===== config.mk =====
export PLATFORM = sky130hd
export DESIGN_NAME = rf_write_arbiter_flat
export DESIGN_NICKNAME = d
export VERILOG_FILES = /design/src/rtl/rf_write_arbiter_pkg.sv /design/src/rtl/rf_write_arbiter_if.sv /design/src/rtl/rf_write_arbiter_picker.sv /design/src/rtl/rf_write_arbiter.sv /design/src/flat_wrapper.sv
export SDC_FILE = /design/constraint.sdc
export NUM_CORES = 1
export LEC_CHECK = 0
export BUFFER_PORTS_ARGS = -buffer_cell sky130_fd_sc_hd__buf_2
export CAP_MARGIN = 10
export CORE_MARGIN = 2
export CORE_UTILIZATION = 50
export CTS_BUF_LIST = sky130_fd_sc_hd__clkbuf_8
export CTS_CLUSTER_SIZE = 24
export DETAILED_ROUTE_END_ITERATION = 7
export PLACE_DENSITY = 0.8
export SLEW_MARGIN = 10
export SYNTH_ARGS = -nofsm -noshare
export SYNTH_HDL_FRONTEND = slang
export SYNTH_SLANG_ARGS = --single-unit

===== constraint.sdc =====
create_clock -name clk -period 6.2 [get_ports clk]
set_input_delay 1.24 -clock clk [delete_from_list [all_inputs] [get_ports clk]]
set_output_delay 1.24 -clock clk [all_outputs]
set_load 0.005 [all_outputs]

===== src/rtl/rf_write_arbiter_pkg.sv =====
// -----------------------------------------------------------------------------
// rf_write_arbiter_pkg
// Shared constants for the register-file write-port arbiter and the
// writeback sources that feed it.
//   RF_AW / RF_DW  : default register address / data widths
//   RF_GW          : width of the grant index exported by the arbiter
//   RF_ZERO        : hard-wired zero register; writes to it are dropped
//   REQ_WB/MDU/LSU : requester slot assignment of the writeback sources
// -----------------------------------------------------------------------------
package rf_write_arbiter_pkg;

  localparam int RF_AW = 5;
  localparam int RF_DW = 32;
  localparam int RF_GW = 3;

  localparam logic [RF_AW-1:0] RF_ZERO = '0;

  localparam int REQ_WB  = 0;
  localparam int REQ_MDU = 1;
  localparam int REQ_LSU = 2;

  // Round-robin successor of slot v among n slots.
  function automatic logic [RF_GW-1:0] rr_next(input logic [RF_GW-1:0] v, input int n);
    rr_next = (int'(v) >= n - 1) ? '0 : v + 1'b1;
  endfunction

endpackage


===== src/rtl/rf_write_arbiter_if.sv =====
// -----------------------------------------------------------------------------
// rf_write_arbiter_if
// Request side of the write-port arbiter: one valid/ready channel per
// writeback source, with addresses and data packed side by side.
//   req_valid [N_REQ]      : requester i has a write to hand over
//   req_ready [N_REQ]      : arbiter slot i can take it this edge
//   req_addr  [N_REQ*AW]   : destination register, requester i at [i*AW +: AW]
//   req_data  [N_REQ*DW]   : write data, requester i at [i*DW +: DW]
// master = writeback sources, slave = arbiter.
// -----------------------------------------------------------------------------
interface rf_write_arbiter_if #(
  parameter int N_REQ = 3,
  parameter int AW    = 5,
  parameter int DW    = 32
);

  logic [N_REQ-1:0]    req_valid;
  logic [N_REQ-1:0]    req_ready;
  logic [N_REQ*AW-1:0] req_addr;
  logic [N_REQ*DW-1:0] req_data;

  modport master (
    output req_valid,
    output req_addr,
    output req_data,
    input  req_ready
  );

  modport slave (
    input  req_valid,
    input  req_addr,
    input  req_data,
    output req_ready
  );

endinterface


===== src/rtl/rf_write_arbiter_picker.sv =====
// -----------------------------------------------------------------------------
// rr_age_picker
// Purely combinational oldest-first picker with round-robin tie-break.
// A slot is a candidate when it is full and no other full slot is older
// than it; among candidates the first one at or after the RR pointer wins.
//   i_full    [N]      : slot occupancy
//   i_old     [N][N]   : i_old[i][j]=1 -> slot i filled strictly before slot j
//   i_rr      [IW]     : round-robin start index (must be < N)
//   o_gnt     [N]      : one-hot grant
//   o_gnt_idx [IW]     : grant index (0 when nothing granted)
//   o_gnt_vld          : some slot granted
// -----------------------------------------------------------------------------
module rr_age_picker
  import rf_write_arbiter_pkg::*;
#(
  parameter int N  = 3,
  parameter int IW = RF_GW
) (
  input  logic [N-1:0]        i_full,
  input  logic [N-1:0][N-1:0] i_old,
  input  logic [IW-1:0]       i_rr,
  output logic [N-1:0]        o_gnt,
  output logic [IW-1:0]       o_gnt_idx,
  output logic                o_gnt_vld
);

  logic [N-1:0] w_cand;

  // Column i of the age matrix lists who is older than slot i.
  always_comb begin
    w_cand = '0;
    for (int i = 0; i < N; i++) begin
      w_cand[i] = i_full[i];
      for (int k = 0; k < N; k++) begin
        if (i_full[k] && i_old[k][i]) w_cand[i] = 1'b0;
      end
    end
  end

  always_comb begin
    int   idx;
    logic found;
    o_gnt     = '0;
    o_gnt_idx = '0;
    o_gnt_vld = 1'b0;
    found     = 1'b0;
    idx       = 0;
    for (int off = 0; off < N; off++) begin
      idx = int'(i_rr) + off;
      if (idx >= N) idx = idx - N;
      if (!found && w_cand[idx]) begin
        found      = 1'b1;
        o_gnt[idx] = 1'b1;
        o_gnt_idx  = IW'(idx);
      end
    end
    o_gnt_vld = found;
  end

endmodule


===== src/rtl/rf_write_arbiter.sv =====
// -----------------------------------------------------------------------------
// rf_write_arbiter
// Shares the register file's single write port between several writeback
// sources. Each source owns a one-entry holding slot; slots drain one per
// cycle, oldest first, round-robin among equally old slots. The register
// file commits rf_we/rf_wr/rf_din on the falling edge of the same cycle.
//   clk        : slot state updates on the rising edge
//   rst_n      : asynchronous active-low reset, drops all held writes
//   bus        : per-requester valid/ready/addr/data (slave side)
//   rf_we      : register file write enable
//   rf_wr      : register file write address
//   rf_din     : register file write data
//   grant_id   : slot being drained (valid when rf_we=1, else 0)
//   pend_mask  : bit r set while any full slot targets register r
// -----------------------------------------------------------------------------
module rf_write_arbiter
  import rf_write_arbiter_pkg::*;
#(
  parameter int N_REQ = 3,
  parameter int AW    = RF_AW,
  parameter int DW    = RF_DW
) (
  input  logic                clk,
  input  logic                rst_n,
  rf_write_arbiter_if.slave   bus,
  output logic                rf_we,
  output logic [AW-1:0]       rf_wr,
  output logic [DW-1:0]       rf_din,
  output logic [RF_GW-1:0]    grant_id,
  output logic [2**AW-1:0]    pend_mask
);

  logic [N_REQ-1:0]             r_full;
  logic [N_REQ-1:0][N_REQ-1:0]  r_old;
  logic [RF_GW-1:0]             r_rr;
  logic [N_REQ-1:0][AW-1:0]     r_addr;
  logic [N_REQ-1:0][DW-1:0]     r_data;

  logic [N_REQ-1:0]  w_gnt;
  logic [RF_GW-1:0]  w_gnt_idx;
  logic              w_gnt_vld;
  logic [N_REQ-1:0]  w_ready;
  logic [N_REQ-1:0]  w_acc;
  logic [N_REQ-1:0]  w_fill;

  rr_age_picker #(
    .N  (N_REQ),
    .IW (RF_GW)
  ) u_picker (
    .i_full    (r_full),
    .i_old     (r_old),
    .i_rr      (r_rr),
    .o_gnt     (w_gnt),
    .o_gnt_idx (w_gnt_idx),
    .o_gnt_vld (w_gnt_vld)
  );

  // A draining slot can be refilled on the same edge, so ready comes only
  // from registered state and never from the request inputs.
  assign w_ready       = ~r_full | w_gnt;
  assign bus.req_ready = w_ready;
  assign w_acc         = bus.req_valid & w_ready;

  // Writes to the zero register complete the handshake but are never held.
  always_comb begin
    w_fill = '0;
    for (int i = 0; i < N_REQ; i++) begin
      w_fill[i] = w_acc[i] && (bus.req_addr[i*AW +: AW] != AW'(RF_ZERO));
    end
  end

  always_ff @(posedge clk or negedge rst_n) begin
    if (!rst_n) begin
      r_full <= '0;
      r_old  <= '0;
      r_rr   <= '0;
    end else begin
      for (int i = 0; i < N_REQ; i++) begin
        if (w_fill[i])                 r_full[i] <= 1'b1;
        else if (w_acc[i] || w_gnt[i]) r_full[i] <= 1'b0;
      end
      // A fresh fill is younger than every slot that stays full across this
      // edge; slots filled on the same edge end up mutually not older.
      for (int j = 0; j < N_REQ; j++) begin
        if (w_fill[j]) begin
          for (int k = 0; k < N_REQ; k++) begin
            if (k != j) begin
              r_old[k][j] <= r_full[k] & ~w_gnt[k];
              r_old[j][k] <= 1'b0;
            end
          end
        end
      end
      if (w_gnt_vld) r_rr <= rr_next(w_gnt_idx, N_REQ);
    end
  end

  always_ff @(posedge clk) begin
    for (int i = 0; i < N_REQ; i++) begin
      if (w_fill[i]) begin
        r_addr[i] <= bus.req_addr[i*AW +: AW];
        r_data[i] <= bus.req_data[i*DW +: DW];
      end
    end
  end

  // Write port mux: the grant is one-hot, so an AND-OR select suffices and
  // forces zeros on the bus when nothing is granted.
  always_comb begin
    rf_wr  = '0;
    rf_din = '0;
    for (int i = 0; i < N_REQ; i++) begin
      if (w_gnt[i]) begin
        rf_wr  = rf_wr  | r_addr[i];
        rf_din = rf_din | r_data[i];
      end
    end
  end

  assign rf_we    = w_gnt_vld;
  assign grant_id = w_gnt_idx;

  always_comb begin
    pend_mask = '0;
    for (int i = 0; i < N_REQ; i++) begin
      if (r_full[i]) pend_mask[r_addr[i]] = 1'b1;
    end
  end

endmodule


===== src/flat_wrapper.sv =====
// flat-port wrapper written by rule: the top's interface ports become plain ports
module rf_write_arbiter_flat import rf_write_arbiter_pkg::*;
#(
  parameter int N_REQ = 3,
  parameter int AW    = RF_AW,
  parameter int DW    = RF_DW
)
  (clk, rst_n, rf_we, rf_wr, rf_din, grant_id, pend_mask, bus_req_valid, bus_req_addr, bus_req_data, bus_req_ready);
  rf_write_arbiter_if #(.N_REQ(N_REQ), .AW(AW), .DW(DW)) bus_i ();
  input  logic clk;
  input  logic rst_n;
  output logic rf_we;
  output logic [AW-1:0] rf_wr;
  output logic [DW-1:0] rf_din;
  output logic [RF_GW-1:0] grant_id;
  output logic [2**AW-1:0] pend_mask;
  input wire logic [$bits(bus_i.req_valid)-1:0] bus_req_valid;
  input wire logic [$bits(bus_i.req_addr)-1:0] bus_req_addr;
  input wire logic [$bits(bus_i.req_data)-1:0] bus_req_data;
  output wire logic [$bits(bus_i.req_ready)-1:0] bus_req_ready;
  assign bus_i.req_valid = bus_req_valid;
  assign bus_i.req_addr = bus_req_addr;
  assign bus_i.req_data = bus_req_data;
  assign bus_req_ready = bus_i.req_ready;
  rf_write_arbiter #(.N_REQ(N_REQ), .AW(AW), .DW(DW)) u_core (.clk(clk), .rst_n(rst_n), .bus(bus_i), .rf_we(rf_we), .rf_wr(rf_wr), .rf_din(rf_din), .grant_id(grant_id), .pend_mask(pend_mask));
endmodule

### Yosys cells after proc, flatten, opt, wreduce, memory -nomap -nowiden

Index checks and enable logic that the tools add are counted.

* bits in registers: 123
* word-level logic and storage cells: 155
* input bits: 116

* reductions and logical operators: 34
* $lt $le $gt $ge: 16
* $add $sub $neg: 6
* bitwise operators: 17
* multiplexer cells: 66

Operators with widths (count)
* $mux 32: 9
* $or 32x32->32: 4
* $ge 32x1->1 const B: 3
* $lt 32x4->1 const B: 3
* $mux 1: 36
* $mux 3: 9
* $logic_and 1x1->1: 20
* $lt 5x6->1 const B: 3
* $demux 1 s5: 3
* $ge 5x1->1 const B: 3
* $mux 5: 3
* $reduce_bool 5->1: 3
* $reduce_bool 2->1: 6
* $or 5x5->5: 2
* $sub 4x2->5 const B: 2
* $or 3x3->3: 3
* $ge 4x2->1 const B: 2
* $bmux 1 s2: 3
* $demux 1 s2: 3
* $ge 3x2->1 const B: 2
* $add 3x1->4 const B: 1
* $add 3x2->4 const B: 1
* $sub 3x2->4 const B: 1
* $add 3x1->3 const B: 1
* 6 further kinds: 13

### Logic depth before layout (Yosys ltp)

* depth in word-level cells: 19
* mapped depth: 15

### By module

Synthesis repeated with hierarchy kept, for this count alone.

* cell total of the unflattened synthesis: 503
* area, all modules: 6117.1 µm²

Modules (own cells, without submodules)
* rf_write_arbiter: cells each 400, area an instance 5383.9 µm², times used 1
* rr_age_picker: cells each 103, area an instance 733.2 µm², times used 1

### Worst setup path before layout

Ideal clock, no wire load.

* path kind: register to register
* start point: register u_core.r_rr[2]
* end point: register u_core.r_addr[5] in the netlist's numbering, enable pin
* path slack: 1820 ps
* stages on the path, launching flop included: 11
* arrival: 3932 ps
* path through: dfrtp_1 > buf_2 > inv_1 > ha_1 > buf_2 > and3_1 > o211ai_1 > nand3_1 > or2_1 > a41o_1 > a21oi_1

* word-level cells in the longest chain between the ends: 15
* elaborated cells between the ends (all ways): 49

RTL lines
* start: declaration: line rf_write_arbiter.sv:35 `logic [RF_GW-1:0] r_rr;`
* start signal: assignment: line rf_write_arbiter.sv:94 `if (w_gnt_vld) r_rr <= rr_next(w_gnt_idx, N_REQ);`
* branches (longest 11 deep; another with $ge 32x1->1)
* $mux 3 *: line rf_write_arbiter_picker.sv:51 `if (!found && w_cand[idx]) begin`
* $or 3x3->3 *: line rf_write_arbiter.sv:60 `assign w_ready = ~r_full | w_gnt;`
* $and 3x3->3 *: line rf_write_arbiter.sv:62 `assign w_acc = bus.req_valid & w_ready;`
* $logic_and 1x1->1 *: line rf_write_arbiter.sv:68 `w_fill[i] = w_acc[i] && (bus.req_addr[i*AW +: AW] != AW'(RF_ZERO));`
* net u_core.w_fill[1]: line rf_write_arbiter.sv:44 `logic [N_REQ-1:0] w_fill;`
* end signal: indexed assignment: line rf_write_arbiter.sv:101 `r_addr[i] <= bus.req_addr[i*AW +: AW];`
* end: declaration: line rf_write_arbiter.sv:36 `logic [N_REQ-1:0][AW-1:0] r_addr;`

Mark *: on every way through the listed nets, which the timed path passes. The select of a mux whose other input is x is not followed.
A chain may end at the register's enable or synchronous reset.

### Final worst setup path

* start point: register u_core.r_rr[0]
* end point: output rf_din[13]

* word-level cells in the longest chain between the ends: 17
* elaborated cells between the ends (all ways): 51

RTL lines
* branches (longest 11 deep; another with $ge 32x1->1)
* $mux 3 *: line rf_write_arbiter_picker.sv:51
* $mux 32: line rf_write_arbiter.sv:113 `if (w_gnt[i]) begin`
* $or 32x32->32: line rf_write_arbiter.sv:115 `rf_din = rf_din | r_data[i];`
* $mux 32: line rf_write_arbiter.sv:113
* $or 32x32->32: line rf_write_arbiter.sv:115
* $mux 32 *: line rf_write_arbiter.sv:113
* end: declaration: line flat_wrapper.sv:14 `output logic [DW-1:0] rf_din;`

Mark *: on every way between the ends. The select of a mux whose other input is x is not followed.

==> flow_summary.yaml <==
power_and_ir_drop:
  power_density_nw_per_um2: 638
  power_mw: 4.93
  peakVddDrop_mv: 0.348
  leakagePower_nw: 3.33
timing:
  max_slew.worst_pin.slew_ns: 1.19
  finalMaxSlewViolations: 0
  rsz0062_at_grt: "no"
  hold_viol_final: 0
  setup_viol: 0
  fin_tns_setup_ns: 0
  skew_ns: 0.0113
  min_period_ns: 5.47
  min_period_over_period: 0.883
  slew_headroom: 0.204
  max_freq_ghz: 0.183
  worst_slack_ns: 0.726
logic_synthesis:
  ys.warnings.count: 3
  synth-edff-count: 111
  netlist_area_um2: 6240
  yosysSeqAreaShare: 0.582
  ys.flop_type: "edfxtp_1"
  async_flop_share: 0.0976
  synthCells: 531
  synth_nets: 656
  ys_types: 64
  syn_avg_cell_area_um2: 11.8
  ys_ff_latch: 123
setup_path:
  r2r_cells: 7
  critical_path.startpoint: "u_core.r_rr[0]"
  critPathKind: "reg -> out"
  critPathRequiredTime_ns: 4.96
  critPathLaunchType: "register"
  rr_startpoint: "u_core.r_rr[0]"
  timing.rr.end: "u_core.r_data[85]"
  end_kind: "primary output"
  crit_arrival_ns: 4.23
  cp_max_fo: 37
  r2r_slack_ns: 2.16
clocking:
  htree_levels: 4
  cts.repair.resized: 0
  tritoncts: "yes"
  postCtsHoldBufs: 0
  cts_buffers: 17
  clockRootBuffer: "clkbuf_8"
  cts_max_path_buffers: 2
  clk_pin_slew_ns: 0.07
  clk_latency_ns: 0.44
  postCtsSetupRepairBufs: 0
  clkSinkCount: 123
floorplan:
  coreArea_um2: 12100
  start_util: 0.515
  fp.dieArea_um2: 13400
  top_level_ports: 192
  rows: 40
  fp.dieW_um: 116
  die_h_um: 116
finish:
  num-fill-cells: 953
  seqCellArea_um2: 3630
  area_growth_pct: 23.7
  diodes: 0
  multi_input_area_um2: 2450
  drive_above_1_share: 0.331
  layout.nets: 835
  stdcell_area_um2: 7720
  fin_cells: 891
drt:
  via_per_inst: 6.01
  drtIter0Drc: 666
  wl_per_cell_um: 19.4
  drc_errors: 0
  vias: 5355
  detail-route-antenna-nets: 0
  wirelength_um: 17300
  dr.pass1.iters: 8
global_routing:
  grt_pass1_wl_um: 26400
  antenna_found_initial: 0
  grt_usage: 0.259
  grt_max_degree: 40
  overflow: 0
  grt_pass1_vias: 5257
worst_hold_path:
  hold_path_end: "u_core.r_old[1]"
  hold_path_class: "reg -> reg"
  min_from: "u_core.r_old[1]"
  hold_depth: 1
placement:
  io_buffers: 191
  dp_hpwl_um: 12100
  place_worst_setup_slack_ns: 1.25
  postPlaceCellArea_um2: 7310
  globalplace.congestion: 1.01
  dp_cells: 859
run:
  drv_cap: 0
status:
  status: "complete, no violations"
## synth_stat cells (10+ instances only)
cell,count,area share
nor3_1,10,0.0080
dfrtp_1,12,0.048
buf_2,10,0.0080
nor2_1,20,0.012
a221o_1,37,0.059
nor3b_1,12,0.014
nand2_1,80,0.048
and3_1,12,0.012
edfxtp_1,111,0.53
a22oi_1,34,0.041
clkbuf_1,15,0.0090
o21ai_0,15,0.012
and3b_1,10,0.014
and2_1,38,0.038
## power by group
group	internal, mW	switching [mW]	total (mW)	leakage, nW
registers	1.34	0.215	1.55	1.16
logic	1.11	1.54	2.66	1.97
clock network	0.396	0.324	0.721	0.202
## per-layer routing
metal	track usage	part of all wire	vias up
met5	0	0	-
met4	0.123	0.027	0
met3	0.0868	0.11	58
met2	0.425	0.49	366
met1	0.311	0.37	2533
li1	-	-	2398
## through the flow
step / util / hold slack (ns)
after floorplan: - / 0.505
after detailed placement: 0.604 / 0.536
final: 0.637 / 0.557
after global placement: 0.604 / 0.536
after CTS: 0.637 / 0.555
after global routing: 0.637 / 0.583
## cell type report
| type | count | share of cell area |
|---|---|---|
| tap | 168 | 0.0272 |
| timing repair buffer | 194 | 0.128 |
| clock inverter | 15 | 0.0222 |
| clock buffer | 17 | 0.0303 |
| multi-input combinational | 365 | 0.317 |
| sequential | 123 | 0.471 |
| inverter | 9 | 0.00438 |
## flip-flops by register name, summed over array words and instances (netlist names)
register,flops
u_core.r_old,6
u_core.r_addr,15
u_core.r_data,96
u_core.r_full,3
u_core.r_rr,3
## worst max-delay path, stage by stage, from the launching register on
cell      delay, ns
dfrtp_1        0.76
ha_1           0.37
nand2b_2       0.18
xor2_1         0.31
mux2_2         0.39
nor3b_1        0.25
o21ai_1        0.22
nor2_4         0.84
a221o_1        0.31
buf_2          0.12
## worst max path at each step
stage	end	slack (ns)
after floorplan	u_core.r_addr[5]	1.82
after global placement	rf_din[1]	1.27
after detailed placement	rf_din[0]	1.25
after CTS	rf_din[0]	0.73
after global routing	rf_din[1]	0.47
final	rf_din[13]	0.73
## cells by family after synthesis
| logic type | share of synthesized area |
|---|---|
| AND/OR/NAND/NOR | 0.185 |
| AO/OA/AOI/OAI | 0.172 |
| flip-flops | 0.582 |
| buffers and inverters | 0.0315 |
| adder cells (fa/ha/maj) | 0.0180 |
| XOR/XNOR | 0.00562 |
| multiplexers | 0.00501 |
## cells in the final DEF, fill, tap and decap left out, types with 15 or more instances in the layout
| cell type | count |
|---|---|
| clkbuf_8 | 17 |
| o21ai_0 | 15 |
| a22oi_1 | 34 |
| nand2_1 | 80 |
| buf_2 | 191 |
| a221o_1 | 37 |
| and2_1 | 38 |
| nor2_1 | 18 |
| edfxtp_1 | 111 |
(Power assumes the default switching activity.)
